**config.mk**
```make
export PLATFORM = sky130hd
export DESIGN_NAME = ps2_mouse_sequencer
export DESIGN_NICKNAME = d
export VERILOG_FILES = /design/src/rtl/ps2_mouse_sequencer.sv
export SDC_FILE = /design/constraint.sdc
export NUM_CORES = 1
export LEC_CHECK = 0
export CORE_MARGIN = 3
export CORE_UTILIZATION = 25
export CTS_CLUSTER_SIZE = 28
export DETAILED_ROUTE_END_ITERATION = 16
export MAX_ROUTING_LAYER = met4
export PLACE_DENSITY = 0.49
export SETUP_SLACK_MARGIN = 0.02
export SYNTH_ARGS = -nofsm -noshare
export SYNTH_HDL_FRONTEND = slang
export SYNTH_SLANG_ARGS = --single-unit
```
**constraint.sdc**
```tcl
create_clock -name CLOCK -period 3.5 [get_ports CLOCK]
set_clock_uncertainty 0.05 [all_clocks]
set_input_delay 0.7 -clock CLOCK [delete_from_list [all_inputs] [get_ports CLOCK]]
set_output_delay 0.7 -clock CLOCK [all_outputs]
set_load 0.1 [all_outputs]
```
**src/rtl/ps2_mouse_sequencer.sv**
```systemverilog
// ps2_mouse_sequencer
// Sits between the PS/2 byte transceiver and the game logic. After reset it
// sends the reset command (0xFF) to the mouse and handles the ACK, the
// self-test result (0xAA) and the device ID (0x00). It then sends the enable
// command (0xF4) and handles its ACK. Once the mouse is streaming, it builds
// 3-byte movement packets into dx/dy/buttons words with a one-cycle strobe.
//
// Ports
//   CLOCK                         system clock, rising edge
//   reset                         asynchronous active-high reset
//   received_data[7:0]            byte from the transceiver
//   received_data_en              one-cycle strobe per received byte
//   command_was_sent              transceiver: the command byte was accepted
//   error_communication_timed_out transceiver: the command send failed
//   the_command[7:0]              command byte to the transceiver
//   send_command                  one-cycle command request strobe
//   packet_valid                  one-cycle strobe: packet outputs updated
//   dx[8:0], dy[8:0]              signed movement {sign, byte}
//   buttons[2:0]                  {middle, right, left}
//   overflow[1:0]                 {y_ovf, x_ovf}
//   ready                         high while streaming
//   init_error                    high once initialisation has given up
//   resync_count[7:0]             saturating count of discarded bytes/packets
//
// state        | meaning
// SEND_RST     | issue 0xFF
// WAIT_CMD_RST | wait for the transceiver to deliver 0xFF
// WAIT_ACK_RST | wait for 0xFA after 0xFF
// WAIT_BAT     | wait for the self-test result 0xAA
// WAIT_ID      | wait for device ID 0x00
// SEND_EN      | issue 0xF4
// WAIT_CMD_EN  | wait for the transceiver to deliver 0xF4
// WAIT_ACK_EN  | wait for 0xFA after 0xF4
// STREAM       | assemble movement packets
// ERROR        | retries exhausted, stays here until reset
module ps2_mouse_sequencer #(
  parameter int unsigned RESP_TIMEOUT = 25_000_000,
  parameter int unsigned BAT_TIMEOUT  = 100_000_000,
  parameter int unsigned PKT_GAP      = 100_000,
  parameter int unsigned MAX_RETRY    = 3
) (
  input  logic       CLOCK,
  input  logic       reset,
  input  logic [7:0] received_data,
  input  logic       received_data_en,
  input  logic       command_was_sent,
  input  logic       error_communication_timed_out,
  output logic [7:0] the_command,
  output logic       send_command,
  output logic       packet_valid,
  output logic [8:0] dx,
  output logic [8:0] dy,
  output logic [2:0] buttons,
  output logic [1:0] overflow,
  output logic       ready,
  output logic       init_error,
  output logic [7:0] resync_count
);

  typedef enum logic [3:0] {
    SEND_RST, WAIT_CMD_RST, WAIT_ACK_RST, WAIT_BAT, WAIT_ID,
    SEND_EN, WAIT_CMD_EN, WAIT_ACK_EN, STREAM, ERROR
  } state_t;

  // The timer is a down-counter loaded with limit-1 on entry, so that
  // terminal count (zero) falls on the limit-th cycle spent in the state.
  localparam logic [31:0] RESP_LD  = RESP_TIMEOUT - 32'd1;
  localparam logic [31:0] BAT_LD   = BAT_TIMEOUT - 32'd1;
  localparam logic [31:0] GAP_LD   = PKT_GAP - 32'd1;
  localparam logic [7:0]  LAST_TRY = 8'(MAX_RETRY - 1);

  state_t      state_q, state_d;
  logic [31:0] timer_q, timer_d;
  logic [7:0]  rst_att_q, rst_att_d;
  logic [7:0]  en_att_q, en_att_d;
  logic [7:0]  cmd_q, cmd_d;
  logic        send_q, send_d;
  logic        pv_q, pv_d;
  logic [8:0]  dx_q, dx_d;
  logic [8:0]  dy_q, dy_d;
  logic [2:0]  btn_q, btn_d;
  logic [1:0]  ovf_q, ovf_d;
  logic [7:0]  resync_q, resync_d;
  logic [7:0]  b0_q, b0_d;
  logic [7:0]  b1_q, b1_d;
  logic [1:0]  idx_q, idx_d;

  logic        tmo;
  logic        rst_fail;
  logic        en_fail;
  logic        gap_exp;
  logic [1:0]  res_inc;
  logic [8:0]  res_sum;

  assign tmo = (timer_q == 32'd0);

  // State register
  always_ff @(posedge CLOCK or posedge reset) begin
    if (reset) state_q <= SEND_RST;
    else       state_q <= state_d;
  end

  // Next-state logic. A timeout takes priority over a byte in the same cycle.
  always_comb begin
    state_d  = state_q;
    rst_fail = 1'b0;
    en_fail  = 1'b0;
    case (state_q)
      SEND_RST: state_d = WAIT_CMD_RST;
      WAIT_CMD_RST: begin
        if (command_was_sent)                   state_d  = WAIT_ACK_RST;
        else if (error_communication_timed_out) rst_fail = 1'b1;
      end
      WAIT_ACK_RST: begin
        if (tmo) rst_fail = 1'b1;
        else if (received_data_en) begin
          if (received_data == 8'hFA) state_d = WAIT_BAT;
          else if (received_data == 8'hFE || received_data == 8'hFC) rst_fail = 1'b1;
        end
      end
      WAIT_BAT: begin
        if (tmo) rst_fail = 1'b1;
        else if (received_data_en) begin
          if (received_data == 8'hAA)      state_d  = WAIT_ID;
          else if (received_data == 8'hFC) rst_fail = 1'b1;
        end
      end
      WAIT_ID: begin
        if (tmo) rst_fail = 1'b1;
        else if (received_data_en) begin
          if (received_data == 8'h00) state_d  = SEND_EN;
          else                        rst_fail = 1'b1;
        end
      end
      SEND_EN: state_d = WAIT_CMD_EN;
      WAIT_CMD_EN: begin
        if (command_was_sent)                   state_d = WAIT_ACK_EN;
        else if (error_communication_timed_out) en_fail = 1'b1;
      end
      WAIT_ACK_EN: begin
        if (tmo) en_fail = 1'b1;
        else if (received_data_en) begin
          if (received_data == 8'hFA) state_d = STREAM;
          else if (received_data == 8'hFE || received_data == 8'hFC) en_fail = 1'b1;
        end
      end
      STREAM:  state_d = STREAM;
      ERROR:   state_d = ERROR;
      default: state_d = SEND_RST;
    endcase
    if (rst_fail) state_d = (rst_att_q == LAST_TRY) ? ERROR : SEND_RST;
    if (en_fail)  state_d = (en_att_q == LAST_TRY) ? ERROR : SEND_EN;
  end

  // Output / datapath next values
  always_comb begin
    cmd_d     = cmd_q;
    send_d    = 1'b0;
    pv_d      = 1'b0;
    dx_d      = dx_q;
    dy_d      = dy_q;
    btn_d     = btn_q;
    ovf_d     = ovf_q;
    b0_d      = b0_q;
    b1_d      = b1_q;
    idx_d     = idx_q;
    rst_att_d = rst_att_q;
    en_att_d  = en_att_q;
    timer_d   = tmo ? timer_q : timer_q - 32'd1;
    gap_exp   = 1'b0;
    res_inc   = 2'd0;

    case (state_q)
      SEND_RST: begin
        cmd_d  = 8'hFF;
        send_d = 1'b1;
      end
      SEND_EN: begin
        cmd_d  = 8'hF4;
        send_d = 1'b1;
      end
      WAIT_ID:     if (state_d == SEND_EN) rst_att_d = 8'd0;
      WAIT_ACK_EN: if (state_d == STREAM)  en_att_d  = 8'd0;
      STREAM: begin
        // A stalled partial packet is dropped; a byte arriving in the same
        // cycle is treated as the start of a new packet.
        gap_exp = (idx_q != 2'd0) && tmo;
        if (gap_exp) begin
          idx_d   = 2'd0;
          res_inc = 2'd1;
        end
        if (received_data_en) begin
          case (gap_exp ? 2'd0 : idx_q)
            2'd0: begin
              if (received_data[3]) begin
                b0_d    = received_data;
                idx_d   = 2'd1;
                timer_d = GAP_LD;
              end else begin
                res_inc = res_inc + 2'd1;
              end
            end
            2'd1: begin
              b1_d    = received_data;
              idx_d   = 2'd2;
              timer_d = GAP_LD;
            end
            default: begin
              dx_d  = {b0_q[4], b1_q};
              dy_d  = {b0_q[5], received_data};
              btn_d = b0_q[2:0];
              ovf_d = b0_q[7:6];
              pv_d  = 1'b1;
              idx_d = 2'd0;
            end
          endcase
        end
      end
      default: ;
    endcase

    if (rst_fail) rst_att_d = rst_att_q + 8'd1;
    if (en_fail)  en_att_d  = en_att_q + 8'd1;

    if (state_d != state_q) begin
      case (state_d)
        WAIT_ACK_RST, WAIT_ACK_EN, WAIT_ID: timer_d = RESP_LD;
        WAIT_BAT:                           timer_d = BAT_LD;
        default:                            timer_d = GAP_LD;
      endcase
    end

    res_sum  = {1'b0, resync_q} + {7'd0, res_inc};
    resync_d = res_sum[8] ? 8'hFF : res_sum[7:0];
  end

  always_ff @(posedge CLOCK or posedge reset) begin
    if (reset) begin
      timer_q   <= 32'd0;
      rst_att_q <= 8'd0;
      en_att_q  <= 8'd0;
      cmd_q     <= 8'h00;
      send_q    <= 1'b0;
      pv_q      <= 1'b0;
      dx_q      <= 9'd0;
      dy_q      <= 9'd0;
      btn_q     <= 3'd0;
      ovf_q     <= 2'd0;
      resync_q  <= 8'd0;
      b0_q      <= 8'd0;
      b1_q      <= 8'd0;
      idx_q     <= 2'd0;
    end else begin
      timer_q   <= timer_d;
      rst_att_q <= rst_att_d;
      en_att_q  <= en_att_d;
      cmd_q     <= cmd_d;
      send_q    <= send_d;
      pv_q      <= pv_d;
      dx_q      <= dx_d;
      dy_q      <= dy_d;
      btn_q     <= btn_d;
      ovf_q     <= ovf_d;
      resync_q  <= resync_d;
      b0_q      <= b0_d;
      b1_q      <= b1_d;
      idx_q     <= idx_d;
    end
  end

  assign the_command  = cmd_q;
  assign send_command = send_q;
  assign packet_valid = pv_q;
  assign dx           = dx_q;
  assign dy           = dy_q;
  assign buttons      = btn_q;
  assign overflow     = ovf_q;
  assign ready        = (state_q == STREAM);
  assign init_error   = (state_q == ERROR);
  assign resync_count = resync_q;

endmodule

```
Word-level counts from Yosys, hierarchy flattened
Index checks and enable logic that the tools add are counted.
{"block": "totals", "reg_bits": 111, "inputBits": 13, "out_inout_bits": 43, "elab_cells": 127}
{"block": "classes", "add_sub_neg": 5, "n_eq_ne": 23, "mux": 63, "bitwise": 1, "n_reduce_logical": 20}
{"operator": "32-bit 2-to-1 mux", "count": 5}
{"operator": "4-bit 2-to-1 mux", "count": 18}
{"operator": "32-bit case mux with 2 select lines", "count": 1}
{"operator": "8-bit 2-to-1 mux", "count": 7}
{"operator": "27-bit case mux with 2 select lines", "count": 1}
{"operator": "4-bit case mux with 10 select lines", "count": 1}
{"operator": "8-bit equality test (second input constant)", "count": 4}
{"operator": "32-bit zero test", "count": 1}
{"operator": "32-bit by 1-bit subtractor with 32-bit output (second input constant)", "count": 1}
{"operator": "4-bit by 3-bit equality test with 1-bit output (second input constant)", "count": 7}
{"operator": "1-bit 2-to-1 mux", "count": 18}
{"operator": "8-bit by 1-bit adder with 8-bit output (second input constant)", "count": 2}
{"operator": "4-bit by 2-bit equality test with 1-bit output (second input constant)", "count": 4}
{"operator": "8-bit by 2-bit equality test with 1-bit output (second input constant)", "count": 2}
{"operator": "2-bit 2-to-1 mux", "count": 8}
{"operator": "8-bit case mux with 2 select lines", "count": 1}
{"operator": "4-bit equality test (second input constant)", "count": 3}
{"operator": "2-bit nonzero test", "count": 6}
{"operator": "8-bit by 2-bit adder with 9-bit output", "count": 1}
{"operator": "8-bit zero test", "count": 1}
{"operator": "3-bit AND reduction", "count": 2}
{"operator": "4-bit by 1-bit equality test with 1-bit output (second input constant)", "count": 1}
{"operator": "4-bit zero test", "count": 1}
{"operator": "4-bit != test", "count": 1}
{"operator": "13 further kinds", "count": 15}

Logic depth before layout (Yosys ltp)
Gate-level depths: netlist of the first run.
{"block": "logic_depth", "ltp_word": 13, "depth_mapped": 17, "depth_no_buf": 16}

Worst setup path before layout of the first run
OpenSTA, ideal clock, no wires.
{"block": "synth_path", "path_kind": "flip-flop to flip-flop", "start": "reg state_q[0]", "end": "reg resync_q[0], in the netlist resync_count[0]", "setup_time_ns": 0.076, "arrival_ns": 3.287, "t_required_ns": 3.374, "setup_slack_ns": 0.087, "stages_incl_launch_ff": 14, "n_path_buf": 2, "period_less_slack_ns": 3.413, "cell_sequence": "dfrtp_1 buf_6 inv_1 and3_1 clkbuf_1 nand2_1 nor2_1 ha_1 inv_1 fa_1 nand2b_1 nor2_1 nand3_1 nand2b_1"}
{"block": "synth_via", "elab_chain_cells": 4}
{"item": "from (decl)", "line": "72", "rtl": "state_t state_q, state_d;"}
{"item": "from (signal assigned)", "line": "100", "rtl": "else state_q <= state_d;"}
{"item": "4-bit equality test"}
{"item": "via ready", "line": "55", "rtl": "output logic ready,"}
{"item": "2-bit 2-to-1 mux", "line": "173", "rtl": "case (state_q)"}
{"item": "8-bit by 2-bit adder with 9-bit output", "line": "233", "rtl": "res_sum = {1'b0, resync_q} + {7'd0, res_inc};"}
{"item": "8-bit 2-to-1 mux", "line": "234", "rtl": "resync_d = res_sum[8] ? 8'hFF : res_sum[7:0];"}
{"item": "via resync_d[0]", "line": "83", "rtl": "logic [7:0] resync_q, resync_d;"}
{"item": "to (signal assigned)", "line": "264", "rtl": "resync_q <= resync_d;"}
{"item": "to (decl)", "line": "83"}
The timed path passes the listed nets, and every way through them passes these cells.
A chain may end at the register's enable or synchronous reset.

Worst setup path in the final report of the first run
{"block": "layout_path", "start": "in received_data[2]", "end": "reg timer_q[22]"}
{"block": "layout_via", "elab_chain_cells": 13, "elab_cells_between_ends": 42, "classes_between": "eq/ne (9); mux (30); reduce/logical (3)"}
{"item": "from (decl)", "line": "44", "rtl": "input logic [7:0] received_data,"}
{"item": "8-bit equality test (on tied branches)", "line": "118, 144, 125"}
{"item": "1-bit logical OR", "line": "118, 144"}
{"item": "1-bit 2-to-1 mux", "line": "118, 144"}
{"item": "1-bit 2-to-1 mux", "line": "117", "rtl": "if (received_data == 8'hFA) state_d = WAIT_BAT;"}
{"item": "1-bit 2-to-1 mux", "line": "116", "rtl": "else if (received_data_en) begin"}
{"item": "1-bit 2-to-1 mux", "line": "115", "rtl": "if (tmo) rst_fail = 1'b1;"}
{"item": "1-bit case mux with 4 select lines", "line": "108", "rtl": "case (state_q)"}
{"item": "4-bit 2-to-1 mux", "line": "151", "rtl": "if (rst_fail) state_d = (rst_att_q == LAST_TRY) ? ERROR : SEND_RST;"}
{"item": "4-bit 2-to-1 mux *", "line": "152", "rtl": "if (en_fail) state_d = (en_att_q == LAST_TRY) ? ERROR : SEND_EN;"}
{"item": "4-bit by 2-bit equality test with 1-bit output or 4-bit by 3-bit equality test with 1-bit output (tied branches)", "line": "226", "rtl": "case (state_d)"}
{"item": "3-bit OR reduction", "line": "226"}
{"item": "27-bit case mux with 2 select lines", "line": "226"}
{"item": "32-bit 2-to-1 mux *", "line": "225", "rtl": "if (state_d != state_q) begin"}
{"item": "via timer_d[22]", "line": "73", "rtl": "logic [31:0] timer_q, timer_d;"}
{"item": "to (signal assigned)", "line": "254", "rtl": "timer_q <= timer_d;"}
{"item": "to (decl)", "line": "73"}
Mark *: on every way through the listed nets, which the timed path passes. The rest lies on a longest branch.

==> flow_metrics.env, run 1 <==
export IMPL_synthArstFlopShare=1.00
export IMPL_power_density_nw_per_um2=682
export IMPL_post_place_cells=903
export IMPL_synth_compound_area_frac=0.115
export IMPL_diodes=0
export IMPL_num_rows=53
export IMPL_synth_top_family_by_area="simple AND/OR/NAND/NOR gates"
export IMPL_clkLatencyLatePin_ns=0.36
export IMPL_cts_buffers=9
export IMPL_yosys_area_share_simple=0.218
export IMPL_total_power_uw=4800
export IMPL_drv_slew=0
export IMPL_ys_ff_latch=104
export IMPL_core_area_um2=21200
export IMPL_critPathMaxFanout=22
export IMPL_via_count=4408
export IMPL_vias_per_cell=4.79
export IMPL_hold_viol=0
export IMPL_root_buffer="clkbuf_16"
export IMPL_cp_end_kind="register"
export IMPL_holdBufCountCts=0
export IMPL_grt_overflow_total=0
export IMPL_yosysWarnings=0
export IMPL_setup_viol=0
export IMPL_cts_tree="yes"
export IMPL_drt_iter0_markers=192
export IMPL_fin_area_um2=7030
export IMPL_synth_edf_count=0
export IMPL_syn_to_final_growth_pct=29.7
export IMPL_drive_gt1_frac=0.262
export IMPL_grt_max_degree=46
export IMPL_max_slew_margin=0.335
export IMPL_ctsHtreeMaxLevel=3
export IMPL_synthXorXnorAreaFrac=0.0517
export IMPL_period_needed_ns=3.34
export IMPL_fillers=2141
export IMPL_hpwlAfterDp_mm=9.54
export IMPL_wl_per_cell_um=14.3
export IMPL_synthCells=535
export IMPL_final_setup_tns_ns=0
export IMPL_ys_seq_area_frac=0.480
export IMPL_wl_mm=13.2
export IMPL_syn_area_um2=5420
export IMPL_ys_flop_type="dfrtp_1"
export IMPL_die_area_um2=23500
export IMPL_grt_pass1_vias=4546
export IMPL_final_util=0.333
export IMPL_final_antenna_net_count=0
export IMPL_worstPathRequired_ns=3.71
export IMPL_nets=662
export IMPL_synthMuxAreaShare=0.0747
export IMPL_outcome="finished, final reports clean"
export IMPL_hold_class="register to register"
export IMPL_place_gp_congestion=0.829
export IMPL_cp_start_kind="primary input"
export IMPL_synthTopCellsByCount="104 x dfrtp_1, 46 x nor2_1, 45 x nand2_1"
export IMPL_drtPass1Iterations=5
export IMPL_clkTransAtPathRegs_ns=0.07
export IMPL_max_slew_worst_pin_slew_ns=0.994
export IMPL_cts_sinks=104
export IMPL_fin_cells=920
export IMPL_maxCapViolCount=0
export IMPL_die_y_um=153
export IMPL_avgSynthCellArea_um2=10.1
export IMPL_io_buffers=55
export IMPL_min_period_over_period=0.954
export IMPL_max_freq_mhz=300
export IMPL_cts_buffer_depth=2
export IMPL_boundaryPins=56
export IMPL_dieWidth_um=153
export IMPL_antenna_found_initial=0
export IMPL_path_class="primary input to register"
export IMPL_synth_top_area_share=0.480
export IMPL_arrival_ns=3.55
export IMPL_grt_usage=0.118
export IMPL_synth_area_top_cells="dfrtp_1 48%, mux2_2 7.5%, o21ai_0 3.5%"
export IMPL_synth_fa_ha_area_frac=0.0221
export IMPL_synth_fp_nets=557
export IMPL_drc_errors=0
export IMPL_yosysMostFrequentCell="dfrtp_1"
export IMPL_ir_drop_mv=0.243
export IMPL_place_area_um2=6630
export IMPL_initial_core_util=0.256
export IMPL_grt_first_pass_wirelength_mm=22.4
export IMPL_ys_types=63
export IMPL_p_leak_uw=0.00312
export IMPL_synth_top_area_cell="dfrtp_1"
layer usage:
layer	track usage	part of all wire	vias up
met3	0.0294	0.033	13
li1	-	-	2134
met4	0.0276	0.0096	0
met5	-	0	-
met1	0.147	0.46	2188
met2	0.193	0.50	73
cells in the final DEF, fill, tap and decap left out, types with 10 or more instances in the layout:
| cell | count |
|---|---|
| nand2b_1 | 10 |
| nor2_1 | 45 |
| inv_1 | 15 |
| buf_4 | 85 |
| nand3_1 | 14 |
| and3_1 | 12 |
| nor3_1 | 13 |
| nand2_1 | 45 |
| a31oi_1 | 11 |
| o21ai_0 | 38 |
| mux2_2 | 36 |
| clkdlybuf4s50_1 | 29 |
| xor2_1 | 14 |
| xnor2_1 | 18 |
| dfrtp_1 | 104 |
where the power goes:
part | leakage [uW] | switching, uW | internal (uW)
sequential | 0.00135 | 231 | 1480
clock | 0.000148 | 476 | 563
combinational | 0.00162 | 1220 | 836
worst max-delay path: stages:
cell,delay (ns)
clkdlybuf4s50_1,0.49
and4bb_2,0.38
or4b_1,0.44
a31oi_1,0.17
o21bai_1,0.13
a21oi_2,0.18
o32ai_2,0.12
or4_4,0.47
buf_4,0.24
o21ai_0,0.22
metrics by stage:
step	worst slack [ns]	hold slack, ns
after CTS	0.0381	0.435
after global routing	-0.00642	0.475
after floorplan	0.0868	0.396
final	0.161	0.436
after detailed placement	-0.300	0.424
after global placement	-0.277	0.420
cell type report:
type,count,area [um^2],share of cell area
Tap cell,275,344,0.0489
Clock inverter,7,80.1,0.0114
Sequential cell,104,2600,0.370
Multi-Input combinational cell,388,2690,0.382
Inverter,16,63.8,0.00907
Clock buffer,9,225,0.0320
Timing Repair Buffer,121,1030,0.147
worst paths after layout:
| path | from | end | slack, ns | depth (start not counted) |
|---|---|---|---|---|
| worst min register to register | rst_att_q[7] | rst_att_q[7] | 0.44 | 1 |
| worst max-delay path | received_data[2] | timer_q[22] | 0.16 | 10 |
| worst min-delay path | rst_att_q[7] | rst_att_q[7] | 0.44 | 1 |
| max in group asynchronous | reset | b0_q[6] | 2.05 | 3 |
| worst max register to register | state_q[0] | timer_q[22] | 0.16 | 11 |
| min in group asynchronous | reset | timer_q[23] | 0.72 | 2 |
flip-flops by register name, indices dropped and copies added (netlist names), 7 cells and up:
register,count
dx,9
rst_att_q,8
resync_count,8
dy,9
b0_q,7
en_att_q,8
b1_q,8
timer_q,32
repair_timing:
item,4_1_cts,5_1_grt
resized for setup,3,18
pin swaps,0,3
setup endpoints to repair,6,37
buffers inserted,0,1
cells by family (layout without fill, tap and decap cells):
group / count (synthesis) / count (layout)
flops: 104 / 104
buf+inv: 43 / 153
fa+ha+maj: 9 / 9
simple gates: 214 / 214
mux: 36 / 36
compound gates: 97 / 97
xor+xnor: 32 / 32
(Power assumes the default switching activity.)
==> run 2, diff against run 1 <==
SETUP_SLACK_MARGIN = 0.05   (was 0.02)
==> run 2 against run 1 <==
Hold slack hardly changed. Die area stayed put. Core utilization rose by 0.11 points. Wire length rose by 0.38%. Non-clock buffer count did not move. Critical path type unchanged. Largest cell class unchanged. Highest routed layer unchanged.
==> flow_metrics.env, run 2 (same netlist as run 1, synthesis figures left out) <==
export IMPL_m1WireLength_mm=6.06
export IMPL_drv_slew=0
export IMPL_max_slew_margin=0.335
export IMPL_fillers=2142
export IMPL_multiInputGateArea_um2=2710
export IMPL_min_period_over_period=0.957
export IMPL_setup_viol=0
export IMPL_cts_sinks=104
export IMPL_cts_buffers=9
export IMPL_nets=662
export IMPL_fin_area_um2=7060
export IMPL_whs_ns=0.436
export IMPL_p_clk_frac=0.215
export IMPL_rsz0062_at_grt="no"
export IMPL_diodes=0
export IMPL_hold_class="register to register"
export IMPL_cpPeakStageDelay_ns=0.49
export IMPL_wl_met3_um=474
export IMPL_antenna_found_initial=0
export IMPL_root_buffer="clkbuf_16"
export IMPL_period_needed_ns=3.35
export IMPL_arrival_ns=3.56
export IMPL_io_buffers=55
export IMPL_power_density_nw_per_um2=681
export IMPL_drtPass1Iterations=4
export IMPL_die_y_um=153
export IMPL_hpwlAfterDp_mm=9.54
export IMPL_path_class="primary input to register"
export IMPL_wl_mm=13.2
export IMPL_top_layer_used="met4"
export IMPL_drt_iter0_markers=203
export IMPL_grt_max_degree=46
export IMPL_final_setup_tns_ns=0
export IMPL_vias_per_cell=4.79
export IMPL_final_antenna_net_count=0
export IMPL_grt_overflow_total=0
export IMPL_final_cell_mix="104 x dfrtp_1, 85 x buf_4, 45 x nor2_1, 45 x nand2_1, 38 x o21ai_0"
export IMPL_worstPathRequired_ns=3.71
export IMPL_max_slew_worst_pin_slew_ns=0.994
export IMPL_crit_family="simple AND/OR/NAND/NOR gates"
export IMPL_switchingPower_uw=1930
export IMPL_internal_power_uw=2880
export IMPL_cts_tree="yes"
export IMPL_hold_viol=0
export IMPL_cp_end_kind="register"
export IMPL_syn_to_final_growth_pct=30.1
export IMPL_top_register="timer_q"
export IMPL_final_util=0.334
export IMPL_max_freq_mhz=298
export IMPL_critPathBufInv=2
export IMPL_clkLatencyLatePin_ns=0.36
export IMPL_cp_start_kind="primary input"
export IMPL_initial_core_util=0.256
export IMPL_final_common_cell="dfrtp_1"
export IMPL_holdBufCountCts=0
export IMPL_place_gp_congestion=0.829
export IMPL_seq_power_share=0.357
export IMPL_wl_met2_mm=6.60
export IMPL_clkTransAtPathRegs_ns=0.07
export IMPL_via_count=4409
export IMPL_place_area_um2=6630
export IMPL_wl_per_cell_um=14.4
export IMPL_ctsHtreeMaxLevel=3
export IMPL_power_frac_comb=0.428
export IMPL_p_leak_uw=0.00314
export IMPL_path_cells="clkdlybuf4s50_1, and4bb_2, or4b_1, a31oi_1, o21bai_1, a21oi_2, o32ai_2, or4_4, buf_4, o21ai_0"
export IMPL_drc_errors=0
export IMPL_maxCapViolCount=0
export IMPL_seq_area_um2=2600
export IMPL_core_area_um2=21200
export IMPL_dieWidth_um=153
export IMPL_die_area_um2=23500
export IMPL_grt_pass1_vias=4546
export IMPL_cts_buffer_depth=2
export IMPL_drive_gt1_frac=0.267
export IMPL_critPathMaxFanout=22
export IMPL_sw_frac_of_total=0.401
export IMPL_slowest_stage="clkdlybuf4s50_1"
export IMPL_grt_first_pass_wirelength_mm=22.4
export IMPL_largest_reg_flops=32
export IMPL_grt_usage=0.118
export IMPL_num_rows=53
export IMPL_outcome="finished, final reports clean"
export IMPL_ir_drop_mv=0.243
export IMPL_boundaryPins=56
-- run 2: final timing paths --
check / slack, ns / startpoint / end / cells past startpoint
worst max-delay path: 0.15 / received_data[0] / timer_q[22] / 10
worst min-delay path: 0.44 / rst_att_q[7] / rst_att_q[7] / 1
worst max register to register: 0.16 / state_q[0] / timer_q[22] / 11
worst min register to register: 0.44 / rst_att_q[7] / rst_att_q[7] / 1
max in group asynchronous: 2.04 / reset / b0_q[6] / 3
min in group asynchronous: 0.72 / reset / timer_q[23] / 2
-- run 2: cell type report --
| class | count | area share |
|---|---|---|
| Clock inverter | 7 | 0.0113 |
| Timing Repair Buffer | 121 | 0.146 |
| Sequential cell | 104 | 0.369 |
| Multi-Input combinational cell | 388 | 0.384 |
| Tap cell | 275 | 0.0488 |
| Clock buffer | 9 | 0.0319 |
| Inverter | 16 | 0.00904 |
-- run 2: per-layer routing --
layer | up-vias | global-route usage
met3 | 8 | 0.0294
met5 | - | -
met2 | 81 | 0.193
li1 | 2139 | -
met1 | 2181 | 0.147
met4 | 0 | 0.0276
-- run 2: through the flow --
step                      power [uW]  cells  worst slack (ns)
final                           4810    920             0.150
after global routing            5130    920            0.0132
after CTS                       4810    919            0.0585
after detailed placement        3730    903            -0.300
after global placement          3680    903            -0.277
after floorplan                 3070    535            0.0868
-- run 2: power groups by stage --
stage	clock network (uW)	logic (uW)	registers (uW)
floorplan	0	1100	1970
global placement	0	1970	1710
detailed placement	0	2000	1730
CTS	1080	2020	1710
global route	1130	2240	1760
finish	1040	2060	1710
-- run 2: repair_timing --
| item | 4_1_cts | 5_1_grt |
|---|---|---|
| resized for setup | 4 | 21 |
| setup endpoints to repair | 8 | 38 |
| pin swaps | 0 | 4 |
| buffers inserted | 0 | 1 |
